$ cat src/rtl/fetch_unit_if.sv
// fetch_unit_if: bus bundle between the fetch stage, the combinational
// InstructionMemory and the decode/redirect logic of the pipeline.
// Signal names carry i_/o_ prefixes from the fetch unit's point of view.
//   o_imemAddr / i_imemData   : instruction memory address / returned word
//   i_redirect / i_redirectPc : flush and restart request with its target
//   o_valid / o_instr / o_pc  : FIFO head presented to decode
//   i_ready                   : decode accepts the head this cycle
//   o_misaligned              : sticky misaligned-redirect flag
// Modports: master = fetch unit side, slave = memory/pipeline side.
interface fetch_unit_if;
  logic [31:0] o_imemAddr;
  logic [31:0] i_imemData;
  logic        i_redirect;
  logic [31:0] i_redirectPc;
  logic        o_valid;
  logic [31:0] o_instr;
  logic [31:0] o_pc;
  logic        i_ready;
  logic        o_misaligned;

  modport master (
    output o_imemAddr, o_valid, o_instr, o_pc, o_misaligned,
    input  i_imemData, i_redirect, i_redirectPc, i_ready
  );

  modport slave (
    input  o_imemAddr, o_valid, o_instr, o_pc, o_misaligned,
    output i_imemData, i_redirect, i_redirectPc, i_ready
  );
endinterface

$ cat src/rtl/fetch_unit.sv
// fetch_unit: instruction fetch stage. Owns the fetch PC, drives the
// instruction memory address straight from the PC register, captures the
// returned word together with its PC into a small prefetch FIFO and offers
// the FIFO head to decode through a valid/ready handshake. A redirect
// flushes all queued fetches (a same-cycle pop still counts as consumed)
// and restarts fetch at the new target.
// Ports:
//   i_clock : clock, all state on rising edge
//   i_reset : synchronous active-high reset (overrides redirect/handshake)
//   bus     : fetch_unit_if.master (memory, redirect, decode handshake)
// Optional feature macro FETCH_ALIGN_CHECK_EN: when defined, a redirect
// with non-zero low bits sets a sticky o_misaligned flag and halts fetch
// until an aligned redirect; when undefined the low bits are cleared and
// o_misaligned is tied to 0.
module fetch_unit #(
  parameter logic [31:0] RESET_PC   = 32'h0000_0000,
  parameter int          FIFO_DEPTH = 2
) (
  input  logic         i_clock,
  input  logic         i_reset,
  fetch_unit_if.master bus
);

  localparam int             PW      = $clog2(FIFO_DEPTH);
  localparam logic [PW:0]    DEPTH_C = (PW+1)'(FIFO_DEPTH);
  localparam logic [PW-1:0]  PTR_ONE = PW'(1);
  localparam logic [PW:0]    CNT_ONE = (PW+1)'(1);

  typedef struct packed {
    logic [31:0] pc;
    logic [31:0] instr;
  } fetch_ent_t;

  fetch_ent_t    r_fifo [FIFO_DEPTH];
  logic [31:0]   r_fpc;
  logic [PW-1:0] r_rd;
  logic [PW-1:0] r_wr;
  logic [PW:0]   r_count;
  logic          w_mis;
  logic          w_pop;
  logic          w_push;
  logic [31:0]   w_target;

`ifdef FETCH_ALIGN_CHECK_EN
  logic r_mis;
  assign w_target = bus.i_redirectPc;
  assign w_mis    = r_mis;

  always_ff @(posedge i_clock) begin
    if (i_reset)             r_mis <= 1'b0;
    else if (bus.i_redirect) r_mis <= |bus.i_redirectPc[1:0];
  end
`else
  // Misaligned low bits are silently dropped.
  assign w_target = bus.i_redirectPc & 32'hFFFF_FFFC;
  assign w_mis    = 1'b0;
`endif

  assign w_pop  = bus.o_valid & bus.i_ready;
  // A full FIFO still accepts a fetch when the head leaves this cycle.
  assign w_push = !bus.i_redirect && !w_mis && ((r_count < DEPTH_C) || w_pop);

  always_ff @(posedge i_clock) begin
    if (i_reset) begin
      r_fpc   <= RESET_PC;
      r_rd    <= '0;
      r_wr    <= '0;
      r_count <= '0;
    end else if (bus.i_redirect) begin
      // Flush: any same-cycle pop is already consumed by decode.
      r_fpc   <= w_target;
      r_rd    <= '0;
      r_wr    <= '0;
      r_count <= '0;
    end else begin
      if (w_push) begin
        r_fpc <= r_fpc + 32'd4;
        r_wr  <= r_wr + PTR_ONE;
      end
      if (w_pop) r_rd <= r_rd + PTR_ONE;
      case ({w_push, w_pop})
        2'b10:   r_count <= r_count + CNT_ONE;
        2'b01:   r_count <= r_count - CNT_ONE;
        default: r_count <= r_count;
      endcase
    end
  end

  // Payload storage needs no reset; o_valid qualifies it.
  always_ff @(posedge i_clock) begin
    if (!i_reset && w_push) r_fifo[r_wr] <= '{pc: r_fpc, instr: bus.i_imemData};
  end

  assign bus.o_imemAddr   = r_fpc;
  assign bus.o_valid      = (r_count != '0);
  assign bus.o_pc         = r_fifo[r_rd].pc;
  assign bus.o_instr      = r_fifo[r_rd].instr;
  assign bus.o_misaligned = w_mis;

endmodule

$ cat src/flat_wrapper.sv
// flat-port wrapper written by rule: the top's interface ports become plain ports
module fetch_unit_flat 
#(
  parameter logic [31:0] RESET_PC   = 32'h0000_0000,
  parameter int          FIFO_DEPTH = 2
)
  (i_clock, i_reset, bus_o_imemAddr, bus_o_valid, bus_o_instr, bus_o_pc, bus_o_misaligned, bus_i_imemData, bus_i_redirect, bus_i_redirectPc, bus_i_ready);
  fetch_unit_if bus_i ();
  input  logic i_clock;
  input  logic i_reset;
  output wire logic [$bits(bus_i.o_imemAddr)-1:0] bus_o_imemAddr;
  output wire logic [$bits(bus_i.o_valid)-1:0] bus_o_valid;
  output wire logic [$bits(bus_i.o_instr)-1:0] bus_o_instr;
  output wire logic [$bits(bus_i.o_pc)-1:0] bus_o_pc;
  output wire logic [$bits(bus_i.o_misaligned)-1:0] bus_o_misaligned;
  input wire logic [$bits(bus_i.i_imemData)-1:0] bus_i_imemData;
  input wire logic [$bits(bus_i.i_redirect)-1:0] bus_i_redirect;
  input wire logic [$bits(bus_i.i_redirectPc)-1:0] bus_i_redirectPc;
  input wire logic [$bits(bus_i.i_ready)-1:0] bus_i_ready;
  assign bus_o_imemAddr = bus_i.o_imemAddr;
  assign bus_o_valid = bus_i.o_valid;
  assign bus_o_instr = bus_i.o_instr;
  assign bus_o_pc = bus_i.o_pc;
  assign bus_o_misaligned = bus_i.o_misaligned;
  assign bus_i.i_imemData = bus_i_imemData;
  assign bus_i.i_redirect = bus_i_redirect;
  assign bus_i.i_redirectPc = bus_i_redirectPc;
  assign bus_i.i_ready = bus_i_ready;
  fetch_unit #(.RESET_PC(RESET_PC), .FIFO_DEPTH(FIFO_DEPTH)) u_core (.i_clock(i_clock), .i_reset(i_reset), .bus(bus_i));
endmodule
$ cat config.mk
export PLATFORM = sky130hd
export DESIGN_NAME = fetch_unit_flat
export DESIGN_NICKNAME = d
export VERILOG_FILES = /design/src/rtl/fetch_unit_if.sv /design/src/rtl/fetch_unit.sv /design/src/flat_wrapper.sv
export SDC_FILE = /design/constraint.sdc
export NUM_CORES = 1
export LEC_CHECK = 0
export ABC_CLOCK_PERIOD_IN_PS = 8029
export CAP_MARGIN = 5
export CORE_MARGIN = 2
export CORE_UTILIZATION = 34
export DETAILED_ROUTE_END_ITERATION = 10
export PLACE_DENSITY = 0.64
export SLEW_MARGIN = 5
export SYNTH_ARGS = -nofsm -noshare
export SYNTH_HDL_FRONTEND = slang
export SYNTH_SLANG_ARGS = --single-unit
$ cat constraint.sdc
create_clock -name i_clock -period 8.03 [get_ports i_clock]
set_input_delay 0.803 -clock i_clock [delete_from_list [all_inputs] [get_ports i_clock]]
set_output_delay 0.803 -clock i_clock [all_outputs]
set_load 0.05 [all_outputs]
==> results.json <==
{
  "drc": 0,
  "synthFlopType": "edfxtp_1",
  "avgSynthCellArea_um2": 14.8,
  "routedWlPerCell_um": 16.7,
  "fmax_ghz": 0.268,
  "grt_overflow_total": 0,
  "yosysWarnings": 0,
  "antennaDiodeCount": 0,
  "grt_max_degree": 57,
  "synth_top_cell_area_share_pct": 57.5,
  "critPathLaunchType": "register",
  "die_h_um": 142,
  "layout-drive-gt1-share_pct": 18.4,
  "start_util_pct": 34.6,
  "clock_sinks": 159,
  "fin_cells": 847,
  "ios": 166,
  "grt_usage_pct": 14.2,
  "cts_max_level": 4,
  "skew_ns": 0.00847,
  "netlist_area_um2": 6470,
  "synth_edf_count": 124,
  "yosys-top-cells-count": "edfxtp_1 (124), mux2_2 (62), dfxtp_1 (35)",
  "critPathArrivalTime_ns": 2.93,
  "async_flop_share_pct": 0,
  "hpwlAfterDp_um": 9480,
  "setup_violations": 0,
  "worstHoldPathType": "register to register",
  "synth_seq_cells": 159,
  "maxCapViolCount": 0,
  "clk_latency_ns": 0.42,
  "yosys.area.top_type": "edfxtp_1",
  "yosysMostFrequentCell": "edfxtp_1",
  "vias": 4030,
  "yosysSeqAreaShare_pct": 68.3,
  "finalSetupTns_ns": 0,
  "stdcell_area_um2": 8900,
  "outcome": "finished clean",
  "cts_resized": 0,
  "core_region_area_um2": 18700,
  "die-width_um": 142,
  "ys_top_cells_by_area": "edfxtp_1 (58%), dfxtp_1 (11%), mux2_2 (11%)",
  "hold_violations": 0,
  "numCtsBuffers": 17,
  "dp.cells": 815,
  "crit_required_ns": 7.23,
  "timing.final.crit_share_pct": 46.5,
  "port_buffers": 158,
  "cts.reportedPaths.clkPinSlew_ns": 0.07,
  "yosysUniqueCellTypes": 37,
  "cts_tree": "done",
  "drt-initial-drc-count": 119,
  "placed_area_um2": 8290,
  "rsz0062_at_grt": "false",
  "ant_nets": 0,
  "gp_congestion": 0.741,
  "cts_setup_buffers": 0,
  "relSlewSlack_pct": 30.2,
  "clock_path_buffers": 2,
  "dieArea_um2": 20200,
  "drt_pass1_iterations": 5,
  "grt_first_pass_wirelength_um": 21900,
  "cts_root_buf": "clkbuf_16",
  "critPathKind": "register to output port",
  "cp-end-kind": "output port",
  "drv_slew": 0,
  "syn_inst": 438,
  "drt_wl_total_um": 14200,
  "nNetsFinal": 670,
  "worstMarginPinSlew_ns": 1.05,
  "area_growth_pct": 37.5,
  "vias_per_cell": 4.76,
  "min_period_ns": 3.73,
  "powerDensity_nw_per_um2": 230,
  "hold_buffers": 0,
  "filler_cell_count": 1607,
  "p_leak_nw": 3.10,
  "ir_worst_vdd_mv": 0.146,
  "antenna_found_initial": 0,
  "critical_path.max_fanout": 33,
  "rows": 50,
  "grt_pass1_vias": 4273
}
==> state kept, by name (all words and copies together) (netlist names), named ones only <==
name	count
u_core.bus.o_imemAddr	30
u_core.r_count	2
u_core.r_fifo	124
u_core.r_rd	1
u_core.r_wr	1
==> report_power, final <==
group          internal [mW]  total [mW]  switching (mW)
logic                  0.106       0.266           0.160
registers              0.923       0.948          0.0257
clock network          0.494       0.833           0.338
==> cells in the final DEF, fill, tap and decap left out, types with 2 or more instances in the layout <==
| cell type | instances |
|---|---|
| nor4_4 | 2 |
| or2_2 | 2 |
| clkinv_4 | 2 |
| nand3_1 | 6 |
| dfxtp_1 | 34 |
| bufinv_16 | 3 |
| xnor2_1 | 30 |
| buf_4 | 7 |
| and2_1 | 3 |
| inv_6 | 2 |
| ha_1 | 2 |
| nor4_1 | 2 |
| clkbuf_16 | 17 |
| mux2_2 | 62 |
| clkinvlp_4 | 3 |
| and3_1 | 4 |
| nand2_1 | 13 |
| xor2_1 | 3 |
| o21a_1 | 22 |
| a21oi_1 | 24 |
| nand4_1 | 16 |
| nor2_1 | 18 |
| mux2i_1 | 6 |
| clkinv_2 | 3 |
| inv_8 | 2 |
| nor4_2 | 2 |
| edfxtp_1 | 124 |
| conb_1 | 5 |
| clkdlybuf4s50_1 | 157 |
| inv_1 | 23 |
==> final timing paths <==
check                                               start                   endpoint  slack [ns]  cells past startpoint
worst max-delay path                             register               bus_o_pc[13]        4.30                      3
worst min-delay path            u_core.bus.o_imemAddr[21]       u_core.r_fifo[1][53]        0.52                      0
worst max register to register   u_core.bus.o_imemAddr[2]  u_core.bus.o_imemAddr[28]        5.84                      6
worst min register to register  u_core.bus.o_imemAddr[21]       u_core.r_fifo[1][53]        0.52                      0
==> logic make-up after synthesis <==
logic type / Yosys count / synth area share [%]
xor gates and xnor gates: 33 / 4.46
muxes: 68 / 11.7
DFF: 159 / 68.3
and+or+nand+nor: 79 / 7.25
buffers and inverters: 49 / 3.32
other: 1 / 0.0579
adders and majority gates: 2 / 0.386
AOI/OAI and AO/OA: 47 / 4.48
==> through the flow <==
step           hold slack [ns]  utilization [%]  worst slack, ns  power, mW
2_1_floorplan            0.475                -             1.66       1.13
3_3_place_gp             0.485             44.3             4.72       1.23
3_5_place_dp             0.515             44.3             4.66       1.23
4_1_cts                  0.528             47.6             4.19       2.07
5_1_grt                  0.539             47.6             4.13       2.12
6_report                 0.523             47.6             4.30       2.05
==> critical path: stages, from the launching register on <==
cell	delay, ns
dfxtp_2	0.81
buf_4	0.53
mux2_2	0.39
clkdlybuf4s50_1	0.73
==> layout make-up <==
class / count / area [um2] / share of cell area [%]
clock buffers: 17 / 425 / 4.78
multi-input cells: 234 / 1860 / 20.9
inverters: 23 / 86.3 / 0.970
well taps: 234 / 293 / 3.29
clock inverters: 15 / 185 / 2.08
flip-flops and latches: 159 / 4430 / 49.7
repair buffers: 165 / 1630 / 18.3
==> routing by layer <==
layer	global-route usage, %	vias to the layer above	part of all wire, %
li1	-	1916	-
met1	18.2	1969	46
met2	23.4	129	47
met3	3.60	16	5.2
met4	5.11	0	1.2
met5	0	-	0
No activity file was read; power rests on OpenSTA's default activity.
